==> src/rtl/hazard_stall_ctrl.sv <==
// ============================================================================
// Module   : hazard_stall_ctrl
// Summary  : Pipeline sequencer for load-use stalls, branch flushes and data-memory
//            handshake. Optional macro STALL_CNT_EN enables the stall counter.
// Revision : 1.0 - initial release
// ============================================================================
`default_nettype none

module hazard_stall_ctrl #(
    parameter int MAX_WAIT = 15,
    parameter int CNT_W    = 16
) (
    input  logic             clk,
    input  logic             reset,
    input  logic [4:0]       IFID_Rs,
    input  logic [4:0]       IFID_Rt,
    input  logic [4:0]       IDEX_Rt,
    input  logic             IDEX_MemRead,
    input  logic             BranchTaken,
    input  logic             MemReadMEM,
    input  logic             MemWriteMEM,
    input  logic             mem_ready,
    output logic             mem_req,
    output logic             PCWrite,
    output logic             IFIDWrite,
    output logic             IFIDFlush,
    output logic             IDEXWrite,
    output logic             IDEXFlush,
    output logic             EXMEMWrite,
    output logic             MEMWBFlush,
    output logic             mem_err,
    output logic [CNT_W-1:0] stall_cnt
);

    localparam logic [7:0] c_max_wait = 8'(MAX_WAIT);

    typedef enum logic [1:0] {
        ST_RUN  = 2'd0,
        ST_WAIT = 2'd1,
        ST_ERR  = 2'd2
    } state_t;

    state_t     r_state, w_next_state;
    logic [7:0] r_wait_cnt, w_next_wait_cnt;
    logic       r_mem_err, w_next_mem_err;
    logic       w_acc, w_lu, w_freeze;

    assign w_acc = MemReadMEM | MemWriteMEM;
    assign w_lu  = IDEX_MemRead && (IDEX_Rt != 5'd0) &&
                   ((IDEX_Rt == IFID_Rs) || (IDEX_Rt == IFID_Rt));

    always_ff @(posedge clk or negedge reset) begin
        if (!reset) begin
            r_state    <= ST_RUN;
            r_wait_cnt <= 8'd0;
            r_mem_err  <= 1'b0;
        end else begin
            r_state    <= w_next_state;
            r_wait_cnt <= w_next_wait_cnt;
            r_mem_err  <= w_next_mem_err;
        end
    end

    always_comb begin
        w_next_state    = r_state;
        w_next_wait_cnt = r_wait_cnt;
        w_next_mem_err  = r_mem_err;
        w_freeze        = 1'b0;
        mem_req         = 1'b0;
        PCWrite         = 1'b1;
        IFIDWrite       = 1'b1;
        IFIDFlush       = 1'b0;
        IDEXWrite       = 1'b1;
        IDEXFlush       = 1'b0;
        EXMEMWrite      = 1'b1;
        MEMWBFlush      = 1'b0;

        case (r_state)
            ST_RUN: begin
                if (w_acc) begin
                    mem_req = 1'b1;
                    if (!mem_ready) begin
                        w_freeze        = 1'b1;
                        w_next_state    = ST_WAIT;
                        w_next_wait_cnt = 8'd1;
                    end
                end
            end
            ST_WAIT: begin
                mem_req = 1'b1;
                if (mem_ready) begin
                    w_next_state    = ST_RUN;
                    w_next_wait_cnt = 8'd0;
                end else begin
                    w_freeze = 1'b1;
                    if (r_wait_cnt == c_max_wait) begin
                        w_next_state   = ST_ERR;
                        w_next_mem_err = 1'b1;
                    end else begin
                        w_next_wait_cnt = r_wait_cnt + 8'd1;
                    end
                end
            end
            ST_ERR: begin
                w_freeze = 1'b1;
            end
            default: begin
                w_next_state = ST_RUN;
            end
        endcase

        // A frozen pipeline keeps its registers, so hazards simply re-resolve on release.
        if (w_freeze) begin
            PCWrite    = 1'b0;
            IFIDWrite  = 1'b0;
            IDEXWrite  = 1'b0;
            EXMEMWrite = 1'b0;
            MEMWBFlush = 1'b1;
        end else if (w_lu) begin
            PCWrite   = 1'b0;
            IFIDWrite = 1'b0;
            IDEXFlush = 1'b1;
        end else if (BranchTaken) begin
            IFIDFlush = 1'b1;
        end
    end

    assign mem_err = r_mem_err;

`ifdef STALL_CNT_EN
    logic [CNT_W-1:0] r_stall_cnt;

    always_ff @(posedge clk or negedge reset) begin
        if (!reset) begin
            r_stall_cnt <= '0;
        end else if (!PCWrite && (r_stall_cnt != {CNT_W{1'b1}})) begin
            r_stall_cnt <= r_stall_cnt + {{(CNT_W-1){1'b0}}, 1'b1};
        end
    end

    assign stall_cnt = r_stall_cnt;
`else
    assign stall_cnt = '0;
`endif

endmodule

`default_nettype wire

==> config.mk <==
export PLATFORM = sky130hd
export DESIGN_NAME = hazard_stall_ctrl
export DESIGN_NICKNAME = d
export VERILOG_FILES = /design/src/rtl/hazard_stall_ctrl.sv
export SDC_FILE = /design/constraint.sdc
export NUM_CORES = 1
export LEC_CHECK = 0
export CORE_ASPECT_RATIO = 0.6
export CORE_MARGIN = 8
export CORE_UTILIZATION = 35
export CTS_BUF_LIST = sky130_fd_sc_hd__clkbuf_16
export CTS_CLUSTER_DIAMETER = 80
export DETAILED_ROUTE_END_ITERATION = 16
export GPL_TIMING_DRIVEN = 0
export PLACE_DENSITY = 0.81
export SLEW_MARGIN = 20
export SYNTH_ARGS = -nofsm -noshare
export SYNTH_HDL_FRONTEND = slang
export SYNTH_SLANG_ARGS = --single-unit
==> constraint.sdc <==
create_clock -name clk -period 4.5 [get_ports clk]
set_input_delay 0.9 -clock clk [delete_from_list [all_inputs] [get_ports clk]]
set_output_delay 0.9 -clock clk [all_outputs]
set_load 0.05 [all_outputs]
**After elaboration in Yosys (flattened, before gate mapping)**

Index checks and enable logic that the tools add are counted.

- Mux-type cells: 24
- Bitwise logic cells: 3
- $add $sub $neg: 1
- Eq/ne operators: 9
- Reductions and logical operators: 9

Operators with widths:

| operator | count |
|---|---|
| 8-bit 2-to-1 mux | 4 |
| 8-bit one-hot mux with 2 select lines | 1 |
| 1-bit 2-to-1 mux | 12 |
| 5-bit == test | 2 |
| 8-bit by 1-bit adder with 8-bit output (second input constant) | 1 |
| 8-bit by 4-bit == test with 1-bit output (second input constant) | 1 |
| 2-bit 2-to-1 mux | 4 |
| 4-bit AND reduction | 2 |
| 3-bit != test (second input constant) | 2 |
| 2-bit one-hot mux with 3 select lines | 1 |
| 5-bit nonzero test | 1 |
| 2-bit != test (second input constant) | 2 |
| 1-bit one-hot mux with 3 select lines | 1 |
| 3-bit AND reduction | 1 |
| 2-bit by 1-bit == test with 1-bit output (second input constant) | 1 |
| 2-bit == test (second input constant) | 1 |
| 1-bit logical AND | 2 |
| 2-bit logical NOT | 1 |
| 1-bit inverter | 2 |
| 1-bit one-hot mux with 2 select lines | 1 |
| 2-bit nonzero test | 1 |
| 1-bit logical OR | 1 |
| 1-bit OR | 1 |

- Flip-flop bits (word level): 11
- Logic and storage cells: 49
- Output and inout port bits: 25

**Longest topological paths before layout**

Gate-level depths: netlist of run 1.

- Depth after elaboration: 5
- Mapped depth: 5
- Depth with buffers taken out: 5

**Worst setup path before layout of run 1**

OpenSTA, ideal clock, no wires.

- Path kind: input -> output
- Start point: input MemWriteMEM
- End point: output IDEXFlush
- Required time: 3.600 ns
- Slack: 0.703 ns
- Stages: 5
- Arrival time: 2.897 ns
- Cell sequence: nor3_1 > or3_1 > and2_4 > inv_1 > nor3_1

- Longest elaborated chain between the ends: 4

Ends and longest elaborated chain:

| item | line | text |
|---|---|---|
| from (decl) | 21 | `input logic MemWriteMEM,` |
| 1-bit OR | 48 | `assign w_acc = MemReadMEM \| MemWriteMEM;` |
| 1-bit 2-to-1 mux | 80 | `if (w_acc) begin` |
| 1-bit one-hot mux with 3 select lines | 78 | `case (r_state)` |
| 1-bit 2-to-1 mux | 113 | `if (w_freeze) begin` |
| to (decl) | 28 | `output logic IDEXFlush,` |

Every way passes these cells.

**Worst setup path after layout of run 1**

- Start point: input IDEX_Rt[1]
- End point: output PCWrite

- Longest elaborated chain between the ends: 5
- Elaborated cells on any way between the ends: 8
- Those cells by class: eq/ne (2); mux (2); reduce/logical (4)

Ends and longest elaborated chain:

| item | line | text |
|---|---|---|
| from (decl) | 17 | `input logic [4:0] IDEX_Rt,` |
| 5-bit == test / 5-bit nonzero test (equally long branches) | 50, 49 |  |
| 1-bit logical OR / 1-bit logical AND (equally long branches) | 50, 49 |  |
| 1-bit logical AND (*) | 49 | `assign w_lu = IDEX_MemRead && (IDEX_Rt != 5'd0) &&` |
| 1-bit 2-to-1 mux (*) | 119 | `end else if (w_lu) begin` |
| 1-bit 2-to-1 mux (*) | 113 |  |
| to (decl) | 24 | `output logic PCWrite,` |

Mark *: on every way between the ends. The rest lies on a longest branch, timed or not.

==> impl_metrics.env, run 1 <==
export IMPL_synth_seq_cells=11
export IMPL_synth_cells=102
export IMPL_timing_critical_path_arrival_ps=3260
export IMPL_grt_max_degree=12
export IMPL_dp_hpwl_microns=2068
export IMPL_worst_slew_pin_slew_ps=525.4
export IMPL_drive_gt1_share_pct=19.87
export IMPL_htree_levels=1
export IMPL_start_kind="input port"
export IMPL_vias=830
export IMPL_die_h_microns=55.87
export IMPL_cts_buffers=3
export IMPL_ios=47
export IMPL_p_total_w=0.0004022
export IMPL_p_leak_nw=0.6670
export IMPL_clk_pin_slew_worst_paths_ps=40
export IMPL_nNetsFinal=175
export IMPL_diodes=0
export IMPL_period_share_pct=92.49
export IMPL_synth_seq_area_share_pct=29.69
export IMPL_fp_coreArea_sq_um=2505
export IMPL_grt_use_total_pct=10.50
export IMPL_fin_skew_ps=4.886
export IMPL_crit_chain="clkdlybuf4s50_1 -> or4_1 -> o21a_1 -> inv_1 -> o21a_1 -> buf_4 -> clkdlybuf4s50_1"
export IMPL_criticalPathCategory="input port to primary output"
export IMPL_port_buffers=30
export IMPL_synth_fa_ha_area_share_pct=1.350
export IMPL_wirelength_microns=2443
export IMPL_synth_top_area_cell="dfrtp_1"
export IMPL_fp_row_count=14
export IMPL_initial_core_util_pct=37.01
export IMPL_die_w_microns=82.45
export IMPL_netlist_top_cells_count="18 x buf_4, 11 x dfrtp_1, 10 x xor2_1"
export IMPL_slew_headroom_pct=64.87
export IMPL_slowest_delay_ps=810
export IMPL_max_cap_viol_count=0
export IMPL_synth_most_common_cell="buf_4"
export IMPL_place_gp_congestion=0.8313
export IMPL_drc=0
export IMPL_ys_types=37
export IMPL_post_synth_cell_area_avg_sq_um=9.090
export IMPL_cts_tree="done"
export IMPL_peakVddDrop_uv=211.5
export IMPL_hold_viol=0
export IMPL_cts_resized=0
export IMPL_first_pass_iters=4
export IMPL_synth_compound_area_share_pct=16.33
export IMPL_grt_pass1_wl_microns=3864
export IMPL_required_ps=3600
export IMPL_wl_met2_microns=1250
export IMPL_cts_sinks=11
export IMPL_tns_ps=0
export IMPL_via_per_inst=4.536
export IMPL_setup_violations=0
export IMPL_wl_per_cell_microns=13.35
export IMPL_max_freq_mhz=240.3
export IMPL_synthArstFlopShare_pct=100.0
export IMPL_yosysWarnings=0
export IMPL_period_minus_slack_ps=4162
export IMPL_cp_max_fo=3
export IMPL_synth_top_cell_area_share_pct=29.69
export IMPL_cp_slowest_cell="clkdlybuf4s50_1"
export IMPL_cts_max_path_buffers=2
export IMPL_ant_nets=0
export IMPL_synth_xor_area_share_pct=10.39
export IMPL_root_buffer="clkbuf_16"
export IMPL_ys_dominant_reg_cell="dfrtp_1"
export IMPL_postCtsSetupRepairBufs=0
export IMPL_wl_met1_microns=1031
export IMPL_grt_overflow_total=0
export IMPL_clk_latency_ps=240
export IMPL_rsz0062_at_grt="false"
export IMPL_drtIter0Drc=44
export IMPL_synth_cell_area_sq_um=927.1
export IMPL_route_met3_wl_microns=153
export IMPL_synthMuxAreaShare_pct=2.699
export IMPL_antenna_found_initial=0
export IMPL_synth_top_family_by_area="simple AND/OR/NAND/NOR gates"
export IMPL_yosys_area_share_simple_pct=22.54
export IMPL_cts_hold_buffers=0
export IMPL_synth_edf_count=0
export IMPL_dieArea_sq_um=4606
export IMPL_status="finished clean"
export IMPL_synthTopCellsByArea="dfrtp_1 30%, buf_4 15%, xor2_1 9.4%"
export IMPL_highest_layer="met4"
export IMPL_power_density_nw_per_um2=286.5
export IMPL_drv_slew=0
export IMPL_syn2layout_area_growth_pct=51.42
export IMPL_grt_pass1_vias=779
export IMPL_min_path_type="register to register"
export IMPL_cp_end_kind="primary output"
==> kinds of logic (layout without fill, tap and decap cells) <==
family                   after synthesis  count (layout)
AND/OR/NAND/NOR                       33              33
buffers and inverters                 23              57
AO/OA/AOI/OAI                         20              20
XOR/XNOR                              11              11
flip-flops                            11              11
multiplexers                           2               2
adder cells (fa/ha/maj)                1               1
other                                  1              16
==> worst max-delay path: cells and delay by family <==
| kind | cells | cell delay (ps) |
|---|---|---|
| AOI/OAI and AO/OA | 2 | 340 |
| buffers and inverters | 4 | 1470 |
| and+or+nand+nor | 1 | 550 |
==> power by group <==
group,internal (W),total [W],switching [W]
Sequential,0.000104,0.000111,0.00000708
Clock,0.000118,0.000163,0.0000449
Combinational,0.0000521,0.000128,0.0000762
Total,0.000274,0.000402,0.000128
==> flip-flops by register name, summed over array words and instances, names as in the netlist <==
signal	cells
r_wait_cnt	8
r_state	2
mem_err	1
==> through the flow <==
stage	utilization, %	instances	worst slack (ps)	hold WS [ps]	cell area [sq um]
floorplan	-	117	703.2	505.6	983.4
global placement	52.85	179	356.2	450.0	1324
detailed placement	52.85	179	332.9	454.3	1324
CTS	56.04	183	328.6	472.9	1404
global route	56.04	183	263.0	499.4	1404
finish	56.04	183	337.8	470.6	1404
==> cell type report <==
| type | instances | area, sq um |
|---|---|---|
| Fill cell | 216 | 1101 |
| Multi-Input combinational cell | 83 | 554.3 |
| Timing Repair Buffer | 30 | 300.3 |
| Sequential cell | 11 | 275.3 |
| Buffer | 18 | 135.1 |
| Clock buffer | 3 | 75.07 |
| Tap cell | 32 | 40.04 |
| Inverter | 5 | 18.77 |
| Clock inverter | 1 | 5.005 |
==> per-layer routing <==
layer / track usage [%] / up-vias
li1: - / 414
met1: 13.31 / 391
met2: 17.24 / 23
met3: 2.581 / 2
met4: 2.239 / 0
met5: 0 / -
==> layout by cell type (no fill, tap or decap), types with 2 or more instances in the layout <==
cell / n
a21oi_1: 3
clkbuf_16: 3
nand2_1: 6
dfrtp_1: 11
nand3_1: 2
buf_4: 18
o21ai_0: 5
inv_1: 5
xor2_1: 10
nor3_1: 5
nand2b_1: 2
conb_1: 16
o21a_1: 3
clkdlybuf4s50_1: 30
nor2_1: 5
and3_1: 3
==> path summary, 6_finish.rpt <==
kind | cells after the start | to | slack [ps] | start
setup / recovery | 7 | PCWrite | 340 | IDEX_Rt[1]
hold / removal | 1 | mem_err | 470 | mem_err
setup reg to reg | 5 | r_wait_cnt[0] | 2840 | r_wait_cnt[0]
hold reg to reg | 1 | mem_err | 470 | mem_err
max in group asynchronous | 1 | r_wait_cnt[5] | 3170 | reset
min in group asynchronous | 1 | r_wait_cnt[1] | 990 | reset
Power figures use the tool's default switching activity.
==> inputs of run 2 (changes only) <==
--- a/config.mk
+++ b/config.mk
@@ -13,6 +13,7 @@
 export DETAILED_ROUTE_END_ITERATION = 16
 export GPL_TIMING_DRIVEN = 0
 export PLACE_DENSITY = 0.81
+export SKIP_LAST_GASP = 1
 export SLEW_MARGIN = 20
 export SYNTH_ARGS = -nofsm -noshare
 export SYNTH_HDL_FRONTEND = slang
==> constraint.sdc (replaced) <==
create_clock -name clk -period 4.5 [get_ports clk]
set_input_delay 0.675 -clock clk [delete_from_list [all_inputs] [get_ports clk]]
set_output_delay 0.675 -clock clk [all_outputs]
set_load 0.05 [all_outputs]
==> results of run 2 <==
The final DEF is identical to that of run 1. Status: finished clean.
Main changes from that run: setup slack after placement 332.9 ps -> 782.9 ps; setup slack after layout 337.8 ps -> 787.8 ps
